--- config.mk ---
export PLATFORM = sky130hd
export DESIGN_NAME = adder_pipe_nbit_flat
export DESIGN_NICKNAME = d
export VERILOG_FILES = /design/src/rtl/adder_pipe_nbit_pkg.sv /design/src/rtl/adder_pipe_nbit_if.sv /design/src/rtl/adder_pipe_nbit_seg.sv /design/src/rtl/adder_pipe_nbit.sv /design/src/flat_wrapper.sv
export SDC_FILE = /design/constraint.sdc
export NUM_CORES = 1
export LEC_CHECK = 0
export ABC_AREA = 1
export BUFFER_PORTS_ARGS = -buffer_cell sky130_fd_sc_hd__buf_2
export CAP_MARGIN = 30
export CORE_MARGIN = 10
export CORE_UTILIZATION = 61
export CTS_BUF_LIST = sky130_fd_sc_hd__clkbuf_8
export CTS_CLUSTER_DIAMETER = 200
export DETAILED_ROUTE_END_ITERATION = 16
export GPL_ROUTABILITY_DRIVEN = 0
export HOLD_SLACK_MARGIN = 0.15
export PLACE_DENSITY = 0.88
export SYNTH_ARGS = -nofsm -noshare
export SYNTH_HDL_FRONTEND = slang
export SYNTH_HIERARCHICAL = 1
export SYNTH_SLANG_ARGS = --single-unit
--- constraint.sdc ---
create_clock -name clk -period 2.73 [get_ports clk]
set_input_delay 0.273 -clock clk [delete_from_list [all_inputs] [get_ports clk]]
set_output_delay 0.273 -clock clk [all_outputs]
set_load 0.03 [all_outputs]
--- src/rtl/adder_pipe_nbit_pkg.sv ---
// Shared helpers for the pipelined segmented adder: stage-count arithmetic,
// per-segment width and the per-stage valid/carry record.
package adder_pipe_pkg;

   typedef struct packed {
      logic valid;
      logic carry;
   } stage_ctl_t;

   function automatic int unsigned cdiv(input int unsigned a, input int unsigned b);
      return (a + b - 1) / b;
   endfunction

   // The last segment is narrower when WIDTH is not a multiple of SEG.
   function automatic int unsigned seg_w(input int unsigned k, input int unsigned width,
                                         input int unsigned seg);
      int unsigned lo;
      lo = k * seg;
      return (width - lo < seg) ? width - lo : seg;
   endfunction

endpackage

--- src/rtl/adder_pipe_nbit_if.sv ---
// Valid/ready streaming bundle for adder_pipe_nbit: operand side in_*, result side out_*.
interface adder_pipe_nbit_if #(
   parameter int unsigned WIDTH = 32
);
   logic             in_valid;
   logic             in_ready;
   logic [WIDTH-1:0] in_a;
   logic [WIDTH-1:0] in_b;
   logic             in_cin;
   logic             out_valid;
   logic             out_ready;
   logic [WIDTH-1:0] out_sum;
   logic             out_cout;
   logic             out_ovf;

   modport master (
      output in_valid, in_a, in_b, in_cin, out_ready,
      input  in_ready, out_valid, out_sum, out_cout, out_ovf
   );

   modport slave (
      input  in_valid, in_a, in_b, in_cin, out_ready,
      output in_ready, out_valid, out_sum, out_cout, out_ovf
   );
endinterface

--- src/rtl/adder_pipe_nbit_seg.sv ---
// adder_seg: combinational W-bit full-adder slice, one instance per pipeline stage.
module adder_seg #(
   parameter int unsigned W = 8
) (
   input  logic [W-1:0] a,
   input  logic [W-1:0] b,
   input  logic         cin,
   output logic [W-1:0] s,
   output logic         cout
);
   assign {cout, s} = {1'b0, a} + {1'b0, b} + {{W{1'b0}}, cin};
endmodule

--- src/rtl/adder_pipe_nbit.sv ---
// adder_pipe_nbit: WIDTH-bit A+B+cin, one SEG-bit segment per stage, carry registered between stages.
// Optional ADDER_PIPE_OVF_EN adds a registered signed-overflow flag on out_ovf.
module adder_pipe_nbit
   import adder_pipe_pkg::*;
#(
   parameter int unsigned WIDTH = 32,
   parameter int unsigned SEG   = 8
) (
   input logic              clk,
   input logic              rst_n,
   adder_pipe_nbit_if.slave bus
);
   localparam int unsigned STAGES = cdiv(WIDTH, SEG);

   logic adv;

   // Whole pipe moves together; bubbles shift like data.
   assign adv          = !bus.out_valid || bus.out_ready;
   assign bus.in_ready = adv;

   for (genvar k = 0; k < STAGES; k++) begin : g_st
      localparam int unsigned LO = k * SEG;
      localparam int unsigned SW = seg_w(k, WIDTH, SEG);
      localparam int unsigned HI = LO + SW;

      // a_rem/b_rem hold operand bits [WIDTH-1:LO]; the low SW bits feed this stage.
      logic [WIDTH-LO-1:0] a_rem, b_rem;
      logic                cin_s, v_s;
      logic [SW-1:0]       s_seg;
      logic                cout_s;
      logic [HI-1:0]       sum_d, sum_q;
      stage_ctl_t          ctl_q;

      if (k == 0) begin : g_src
         assign a_rem = bus.in_a;
         assign b_rem = bus.in_b;
         assign cin_s = bus.in_cin;
         assign v_s   = bus.in_valid;
         assign sum_d = s_seg;
      end else begin : g_src
         assign a_rem = g_st[k-1].g_skew.a_q;
         assign b_rem = g_st[k-1].g_skew.b_q;
         assign cin_s = g_st[k-1].ctl_q.carry;
         assign v_s   = g_st[k-1].ctl_q.valid;
         assign sum_d = {s_seg, g_st[k-1].sum_q};
      end

      adder_seg #(.W(SW)) u_seg (
         .a    (a_rem[SW-1:0]),
         .b    (b_rem[SW-1:0]),
         .cin  (cin_s),
         .s    (s_seg),
         .cout (cout_s)
      );

      always_ff @(posedge clk) begin
         if (!rst_n) begin
            ctl_q <= '0;
            sum_q <= '0;
         end else if (adv) begin
            ctl_q <= '{valid: v_s, carry: cout_s};
            sum_q <= sum_d;
         end
      end

      if (HI < WIDTH) begin : g_skew
         logic [WIDTH-HI-1:0] a_q, b_q;

         always_ff @(posedge clk) begin
            if (!rst_n) begin
               a_q <= '0;
               b_q <= '0;
            end else if (adv) begin
               a_q <= a_rem[WIDTH-LO-1:SW];
               b_q <= b_rem[WIDTH-LO-1:SW];
            end
         end
      end
   end

   assign bus.out_valid = g_st[STAGES-1].ctl_q.valid;
   assign bus.out_cout  = g_st[STAGES-1].ctl_q.carry;
   assign bus.out_sum   = g_st[STAGES-1].sum_q;

`ifdef ADDER_PIPE_OVF_EN
   localparam int unsigned LSW = seg_w(STAGES - 1, WIDTH, SEG);

   logic a_msb, b_msb, s_msb, ovf_q;

   // Operand MSBs are the top bits of the final segment, so no extra skew is needed.
   assign a_msb = g_st[STAGES-1].a_rem[LSW-1];
   assign b_msb = g_st[STAGES-1].b_rem[LSW-1];
   assign s_msb = g_st[STAGES-1].s_seg[LSW-1];

   always_ff @(posedge clk) begin
      if (!rst_n) begin
         ovf_q <= 1'b0;
      end else if (adv) begin
         ovf_q <= (a_msb == b_msb) && (s_msb != a_msb);
      end
   end

   assign bus.out_ovf = ovf_q;
`else
   assign bus.out_ovf = 1'b0;
`endif

endmodule

--- src/flat_wrapper.sv ---
// flat-port wrapper written by rule: the top's interface ports become plain ports
module adder_pipe_nbit_flat import adder_pipe_pkg::*;
#(
   parameter int unsigned WIDTH = 32,
   parameter int unsigned SEG   = 8
)
  (clk, rst_n, bus_in_valid, bus_in_a, bus_in_b, bus_in_cin, bus_out_ready, bus_in_ready, bus_out_valid, bus_out_sum, bus_out_cout, bus_out_ovf);
  adder_pipe_nbit_if #(.WIDTH(WIDTH)) bus_i ();
  input logic clk;
  input logic rst_n;
  input wire logic [$bits(bus_i.in_valid)-1:0] bus_in_valid;
  input wire logic [$bits(bus_i.in_a)-1:0] bus_in_a;
  input wire logic [$bits(bus_i.in_b)-1:0] bus_in_b;
  input wire logic [$bits(bus_i.in_cin)-1:0] bus_in_cin;
  input wire logic [$bits(bus_i.out_ready)-1:0] bus_out_ready;
  output wire logic [$bits(bus_i.in_ready)-1:0] bus_in_ready;
  output wire logic [$bits(bus_i.out_valid)-1:0] bus_out_valid;
  output wire logic [$bits(bus_i.out_sum)-1:0] bus_out_sum;
  output wire logic [$bits(bus_i.out_cout)-1:0] bus_out_cout;
  output wire logic [$bits(bus_i.out_ovf)-1:0] bus_out_ovf;
  assign bus_i.in_valid = bus_in_valid;
  assign bus_i.in_a = bus_in_a;
  assign bus_i.in_b = bus_in_b;
  assign bus_i.in_cin = bus_in_cin;
  assign bus_i.out_ready = bus_out_ready;
  assign bus_in_ready = bus_i.in_ready;
  assign bus_out_valid = bus_i.out_valid;
  assign bus_out_sum = bus_i.out_sum;
  assign bus_out_cout = bus_i.out_cout;
  assign bus_out_ovf = bus_i.out_ovf;
  adder_pipe_nbit #(.WIDTH(WIDTH), .SEG(SEG)) u_core (.clk(clk), .rst_n(rst_n), .bus(bus_i));
endmodule
# Word level (Yosys, flattened, before mapping)
# Index checks and enable logic that the tools add are counted.
# Widths: inputs -> output; s select.
classes:
  add_sub_neg: 8
  reduce_logical: 2
ops:
  columns: ["op", "n"]
  rows:
  - ["$add 8x8->9", 4]
  - ["$add 9x1->9", 4]
  - ["$logic_not 1->1", 1]
  - ["$logic_or 1x1->1", 1]
word_totals:
  register_bits: 184
  elab_cells: 28

# Longest topological paths before layout
# Gate-level depths: netlist of run 1.
logic_depth:
  depth_word: 2
  mapped_depth: 10
  mapped_depth_nobuf: 10

# Hierarchy
# Netlist of run 1, hierarchy kept.
by_module_without_submodules:
  columns: ["mod", "n_inst", "cells_per_inst", "area_each_um2", "seq_area_each_um2"]
  rows:
  - ["adder_pipe_nbit", 1, 1187, 7801.2, 3683.5]
  - ["adder_seg at u_core.g_st[1].u_seg ...", 3, 59, 384.1, 0.0]
  - ["adder_seg at u_core.g_st[0].u_seg", 1, 59, 351.6, 0.0]

# Least setup slack after synthesis of run 1
# No wires, ideal clock.
synth_timing:
  path_kind: "register to register"
  start: "reg u_core.g_st[0].g_skew.a_q[0]"
  end: "reg u_core.g_st[1].ctl_q (netlist bit u_core/g_st[2].cin_s)"
  arrival_ns: 1.673
  slack_ns: 0.944
  path_stages_with_launch: 11
  cell_sequence: "dfxtp_1 fa_1 fa_1 nand2_1 nand2_1 nand3b_4 nand2_1 nand2_1 nand2_1 nor2_1 nor2_1"
synth_between:
  elab_chain_cells: 2
synth_lines:
  columns: ["item", "line_no", "rtl"]
  rows:
  - ["start, declared", "adder_pipe_nbit.sv:67", "logic [WIDTH-HI-1:0] a_q, b_q;"]
  - ["start signal, assigned", "adder_pipe_nbit.sv:74", "a_q <= a_rem[WIDTH-LO-1:SW];"]
  - ["$add 8x8->9", "adder_pipe_nbit_seg.sv:11", "assign {cout, s} = {1'b0, a} + {1'b0, b} + {{W{1'b0}}, cin};"]
  - ["$add 9x1->9", "adder_pipe_nbit_seg.sv:11", null]
  - ["named net u_core.g_st[1].cout_s", "adder_pipe_nbit.sv:30", "logic cout_s;"]
  - ["end signal, assigned", "adder_pipe_nbit.sv:61", "ctl_q <= '{valid: v_s, carry: cout_s};"]
  - ["end, declared", "adder_pipe_nbit.sv:32", "stage_ctl_t ctl_q;"]
# The timed path passes the listed nets, and every way through them passes these cells.
# A chain may end at the register's enable or synchronous reset.

# Final worst setup path of run 1
layout_timing:
  start: "reg u_core.g_st[1].g_skew.a_q[0]"
  end: "reg u_core.g_st[2].ctl_q (netlist bit u_core/g_st[3].cin_s)"
layout_between:
  elab_chain_cells: 2
layout_lines:
  columns: ["item", "line_no"]
  rows:
  - ["start, declared", "adder_pipe_nbit.sv:67"]
  - ["start signal, assigned", "adder_pipe_nbit.sv:74"]
  - ["$add 8x8->9", "adder_pipe_nbit_seg.sv:11"]
  - ["$add 9x1->9", "adder_pipe_nbit_seg.sv:11"]
  - ["named net u_core.g_st[2].cout_s", "adder_pipe_nbit.sv:30"]
  - ["end signal, assigned", "adder_pipe_nbit.sv:61"]
  - ["end, declared", "adder_pipe_nbit.sv:32"]
# The timed path passes the listed nets, and every way through them passes these cells.

==> results of run 1 <==
## sequential cells by signal, summed over array words and instances, names as in the netlist
signal / flops
u_core/g_st.g_skew.a_q: 48
u_core/g_st.g_skew.b_q: 48
u_core/g_st.sum_q: 48
u_core/bus.out_sum: 32
u_core/g_st.cin_s: 3
u_core/g_st.v_s: 3
u_core/bus.out_cout: 1
u_core/bus.out_valid: 1
## Yosys cell counts (all sizes together)
master,instances
nor2,378
fa,8
a21boi,1
xor2,5
nand3,200
ha,28
buf,75
or2,7
clkbuf,7
nand3b,7
a21oi,12
inv,219
conb,1
nand2,284
dfxtp,184
xnor2,7
## placed cells by master (no fill, tap or decap), types with 6 or more instances in the layout
| cell type | Yosys | layout |
|---|---|---|
| buf_4 | 10 | 11 |
| nand2_2 | 9 | 9 |
| buf_2 | 64 | 102 |
| ha_1 | 28 | 28 |
| dfxtp_1 | 184 | 183 |
| dlygate4sd3_1 | 0 | 49 |
| or2_4 | 6 | 6 |
| xnor2_1 | 7 | 7 |
| inv_1 | 215 | 215 |
| fa_1 | 8 | 8 |
| nand3_1 | 196 | 196 |
| nor2_1 | 374 | 374 |
| nand2_1 | 275 | 275 |
| clkbuf_8 | 0 | 20 |
| a21oi_1 | 12 | 12 |
## worst reg2reg max path, stage by stage (launching register included)
cell	delay, ps
dfxtp_1	330
fa_1	490
fa_1	430
nand2_1	100
nand2_1	120
nand3b_4	100
nand2_1	60
nand2_1	60
nand2_1	40
nor2_1	100
nor2_1	50
## cell type report
class / instances / area, um2 / area share
multi-input combinational: 938 / 4380 / 0.407
sequential: 184 / 3690 / 0.343
timing repair buffer: 166 / 1150 / 0.107
inverter: 219 / 827 / 0.0769
clock buffer: 20 / 275 / 0.0256
tap: 188 / 235 / 0.0219
clock inverter: 12 / 196 / 0.0183
## per-stage QoR
step	setup slack, ps	area (um2)	power, mW	std cells	util
3_5_place_dp	771	9790	3.94	1646	0.649
2_1_floorplan	944	9310	3.72	1423	-
4_1_cts	737	10800	6.10	1727	0.713
6_report	740	10800	6.07	1727	0.713
3_3_place_gp	779	9790	3.92	1646	0.649
5_1_grt	573	10800	6.37	1727	0.713
## timing repair
action / CTS / global route
hold buffers: 49 / 0
setup endpoints to repair: 0 / 0
hold endpoints to repair: 49 / 0
## power breakdown
| group | total (mW) | switching [mW] | internal, mW |
|---|---|---|---|
| sequential | 2.98 | 0.107 | 2.87 |
| combinational | 0.981 | 0.581 | 0.401 |
| clock | 2.12 | 0.956 | 1.16 |
| total | 6.07 | 1.64 | 4.43 |
## metal layers
layer | track usage | vias up | share of wire
li1 | - | 4456 | -
met4 | 0.0752 | 0 | 0.021
met3 | 0.0386 | 35 | 0.050
met2 | 0.331 | 204 | 0.46
met5 | 0 | - | 0
met1 | 0.276 | 3726 | 0.47
## worst max-delay path by stage
stage	start	end	slack, ps	cells after the start
finish	u_core/g_st[1].g_skew.a_q[0]	u_core/g_st[3].cin_s	740	10
global placement	bus_in_a[0]	u_core/g_st[1].cin_s	780	11
global route	u_core/g_st[1].g_skew.a_q[0]	u_core/g_st[2].sum_q[22]	570	10
detailed placement	bus_in_a[0]	u_core/g_st[0].sum_q[6]	770	11
floorplan	u_core/g_st[0].g_skew.a_q[0]	u_core/g_st[2].cin_s	940	10
CTS	u_core/bus.out_valid	bus_in_ready	740	3
## kinds of logic after synthesis
group | Yosys count
buf+inv | 301
simple gates | 876
compound gates | 13
other cells | 1
fa+ha+maj | 36
flops | 184
xor+xnor | 12
==> results.py, run 1 <==
metrics = {
    "yosys": {
        "synthAdderAreaFrac": 0.0549,
        "syn_nets": 1528,
        "ys_ff_latch": 184,
        "yosysWarnings": 6,
        "muxShareOfSynthArea": 0,
        "synth.area.top_cells": "dfxtp_1 (40%), nor2_1 (15%), nand2_1 (11%)",
        "synth_top_area_share": 0.396,
        "synth_compound_area_frac": 0.00726,
        "synth_area_um2": 9310,
        "synth_top_family_by_area": "simple AND/OR/NAND/NOR gates",
        "synth_area_per_cell_um2": 6.54,
        "syn-instance-count": 1423,
        "seq_area_frac_synth": 0.396,
        "ys_types": 24,
        "yosys.area.top_type": "dfxtp_1",
        "synthSimpleGateAreaFrac": 0.396,
        "synth_xor_area_frac": 0.0113,
    },
    "critical_path": {
        "path_class": "flop to flop",
        "worstRegToRegCells": 10,
        "cp_data_required_time_ps": 3090,
        "arrival_ps": 2360,
        "worstPathCellList": "fa_1, fa_1, nand2_1, nand2_1, nand3b_4, nand2_1, nand2_1, nand2_1, nor2_1, nor2_1",
        "worstReg2RegStart": "u_core/g_st[1].g_skew.a_q[0]",
        "cp_top_family": "adder cells",
        "critPathMaxStageDelay_ps": 490,
        "path_buf_inv": 0,
        "crit_top_cell": "nand2_1",
        "endpoint_kind": "flop",
        "start_kind": "flop",
        "slowest_stage": "fa_1",
        "r2r_setup_slack_ps": 740,
        "cp_max_fo": 2,
        "reg2reg_to": "u_core/g_st[3].cin_s",
    },
    "sta": {
        "slew_viol_final": 0,
        "min_period_over_period": 0.729,
        "fmaxAchievable_ghz": 0.502,
        "rsz0062_at_grt": "no",
        "skew_ps": 11.0,
        "slew_headroom": 0.450,
        "period_needed_ps": 1990,
        "fin_setup_tns_ps": 0,
        "hold_violations": 0,
        "setup_violations": 0,
        "whs_ps": 195,
        "tightestPinTransition_ps": 824,
    },
    "global_routing": {
        "antenna_found_initial": 0,
        "grt_overflow": 0,
        "grt_pass1_vias": 7743,
        "grt_pass1_wl_mm": 35.8,
        "grt_max_degree": 88,
        "grt_util_all_layers": 0.208,
    },
    "detailed_routing": {
        "drc_errors": 0,
        "ant_nets": 0,
        "wl_mm": 21.3,
        "routed_wire_length_per_instance_um": 12.3,
        "drtPass1Iterations": 5,
        "initialDrtViolationCount": 623,
        "vias_per_cell": 4.88,
        "via_count": 8421,
    },
    "floorplan": {
        "die_area_um2": 20600,
        "coreArea_um2": 15100,
        "initial_utilization": 0.617,
        "placementRows": 45,
        "die_x_um": 144,
        "io_pins": 105,
        "die_height_um": 144,
    },
    "place": {
        "io_buffer_count": 103,
        "hpwl_mm": 13.3,
    },
    "clock_tree": {
        "cts_buffers": 17,
        "cts_root_buf": "clkbuf_8",
        "postCtsResizedCells": 0,
        "post-cts-setup-buffer-count": 0,
        "cts_tree": "done",
        "htree_levels": 4,
        "clk_pin_slew_ps": 90,
        "clock_path_buffers": 2,
        "clkSinkCount": 184,
        "insertion_delay_ps": 460,
    },
    "cells_and_area": {
        "fin_nets": 1631,
        "diodes": 0,
        "nFillCells": 1235,
        "drive_gt1_frac": 0.117,
        "syn_to_final_growth_pct": 15.6,
    },
    "worst_hold_path": {
        "min-delay-start": "bus_in_cin",
        "min_path_cells": 4,
        "holdPathEnd": "u_core/g_st[0].sum_q[0]",
        "hold_path_class": "input port to flop",
    },
    "power": {
        "total_leakage_power_nw": 5.18,
        "power.density_nw_per_um2": 565,
        "vdd.ir_drop.worst_uv": 331,
    },
    "run": {
        "max_cap_viol_count": 0,
    },
    "run_status": {
        "status": "finished clean",
    },
}
(Power assumes the default switching activity.)
==> run 2, diff against run 1 <==
--- a/config.mk
+++ b/config.mk
@@ -9,13 +9,13 @@
 export BUFFER_PORTS_ARGS = -buffer_cell sky130_fd_sc_hd__buf_2
 export CAP_MARGIN = 30
 export CORE_MARGIN = 10
-export CORE_UTILIZATION = 61
+export CORE_UTILIZATION = 55
 export CTS_BUF_LIST = sky130_fd_sc_hd__clkbuf_8
 export CTS_CLUSTER_DIAMETER = 200
 export DETAILED_ROUTE_END_ITERATION = 16
 export GPL_ROUTABILITY_DRIVEN = 0
 export HOLD_SLACK_MARGIN = 0.15
-export PLACE_DENSITY = 0.88
+export PLACE_DENSITY = 0.84
 export SYNTH_ARGS = -nofsm -noshare
 export SYNTH_HDL_FRONTEND = slang
 export SYNTH_HIERARCHICAL = 1
==> constraint.sdc (replaced) <==
create_clock -name clk -period 1.72 [get_ports clk]
set_input_delay 0.172 -clock clk [delete_from_list [all_inputs] [get_ports clk]]
set_output_delay 0.172 -clock clk [all_outputs]
set_load 0.03 [all_outputs]
==> results.py, run 2 (synthesis gave the netlist of run 1 again) <==
metrics = {
    "clock_tree": {
        "htree_levels": 4,
        "clkSinkCount": 184,
        "cts_tree": "done",
        "cts_root_buf": "clkbuf_8",
        "clock_path_buffers": 2,
        "clk_pin_slew_ps": 90,
        "cts_buffers": 17,
        "insertion_delay_ps": 460,
    },
    "sta": {
        "whs_ps": 169,
        "rsz0062_at_grt": "yes",
        "skew_ps": 9.77,
        "setup_violations": 9,
        "period_needed_ps": 1790,
        "fmaxAchievable_ghz": 0.558,
        "min_period_over_period": 1.04,
        "hold_violations": 0,
        "finalWorstSetupSlack_ps": -70.8,
        "slew_viol_final": 0,
    },
    "detailed_routing": {
        "routed_wire_length_per_instance_um": 12.8,
        "drtPass1Iterations": 5,
        "wl_mm": 22.8,
        "via_count": 8589,
        "drc_errors": 0,
        "vias_per_cell": 4.81,
        "initialDrtViolationCount": 710,
        "ant_nets": 0,
    },
    "cells_and_area": {
        "fin_area_um2": 11300,
        "fin_nets": 1655,
        "layout_commonest_cell": "nor2_1",
        "mostFrequentLayoutCells": "nor2_1 (373), nand2_1 (262), inv_1 (215)",
        "top_regs": "u_core/g_st.g_skew.a_q (48), u_core/g_st.g_skew.b_q (48), u_core/g_st.sum_q (48)",
        "drive_gt1_frac": 0.144,
        "syn_to_final_growth_pct": 21.0,
    },
    "run_status": {
        "violations": "negative setup slack",
        "status": "finished, violations left",
    },
    "place": {
        "hpwl_mm": 13.4,
        "io_buffer_count": 103,
        "pre_cts_ws_ps": -149,
        "placed_area_um2": 9980,
    },
    "power": {
        "total_leakage_power_nw": 5.36,
        "power.density_nw_per_um2": 854,
        "vdd.ir_drop.worst_uv": 558,
    },
    "critical_path": {
        "start_kind": "flop",
        "path_class": "flop to flop",
        "cp_data_required_time_ps": 2080,
        "cp_max_fo": 3,
        "arrival_ps": 2160,
        "endpoint_kind": "flop",
        "worstRegToRegCells": 11,
    },
    "floorplan": {
        "die_height_um": 150,
        "io_pins": 105,
        "initial_utilization": 0.561,
        "coreArea_um2": 16600,
        "die_area_um2": 22500,
        "placementRows": 47,
        "die_x_um": 150,
    },
    "global_routing": {
        "grt_overflow": 0,
        "grt_pass1_vias": 7796,
        "antenna_found_initial": 3,
        "grt_max_degree": 87,
        "grt_util_all_layers": 0.195,
        "grt_pass1_wl_mm": 36.5,
    },
    "worst_hold_path": {
        "hold_path_class": "input port to flop",
        "min_path_cells": 4,
    },
    "run": {
        "max_cap_viol_count": 0,
    },
}
## run 2: what timing repair did
action                                  4_1_cts  5_1_grt
gates cloned                                  1        3
gates resized for setup                      14       17
setup buffers                                 2        5
pin swaps                                    27       15
hold endpoints to repair                     91        0
hold buffers                                 55        0
endpoints found under the setup margin        8       15
## run 2: worst max-delay path, stage by stage (launching register included)
cell	delay (ps)
dfxtp_2	340
fa_2	410
buf_4	150
buf_4	120
nand2_1	70
nand2_2	80
nand3b_1	150
nand2_1	80
nand2_1	60
nand2_1	60
nor2_1	130
nor2_1	60
## run 2: final timing paths
path | slack (ps) | to | startpoint
worst max-delay path | -70 | u_core/g_st[1].sum_q[13] | u_core/g_st[1].cin_s
worst min-delay path | 170 | u_core/g_st[0].sum_q[1] | bus_in_b[1]
worst max register to register | -70 | u_core/g_st[1].sum_q[13] | u_core/g_st[1].cin_s
worst min register to register | 480 | u_core/bus.out_valid | u_core/g_st[3].v_s
## run 2: routing by layer
metal / share of wire / global-route usage
met1: 0.46 / 0.259
met2: 0.47 / 0.310
met3: 0.052 / 0.0402
met4: 0.012 / 0.0603
met5: 0 / 0
## run 2: where the power goes
group | internal (mW) | switching (mW)
registers | 4.55 | 0.170
clock network | 1.69 | 1.51
logic | 0.716 | 0.970
## run 2: per-stage QoR
stage	TNS, ps	util	total power, mW	instances
2_1_floorplan	0	-	5.91	1423
4_1_cts	-280	0.668	9.61	1776
6_report	-418	0.679	9.61	1786
3_5_place_dp	-666	0.602	6.30	1686
3_3_place_gp	-346	0.602	6.26	1686
5_1_grt	-1360	0.679	10.1	1786
## run 2: layout make-up
class / instances / area (um2)
Antenna cell: 3 / 7.51
Clock buffer: 20 / 275
Clock inverter: 12 / 173
Fill cell: 1393 / 5330
Inverter: 219 / 827
Multi-Input combinational cell: 938 / 4470
Sequential cell: 184 / 3690
Tap cell: 220 / 275
Timing Repair Buffer: 190 / 1540
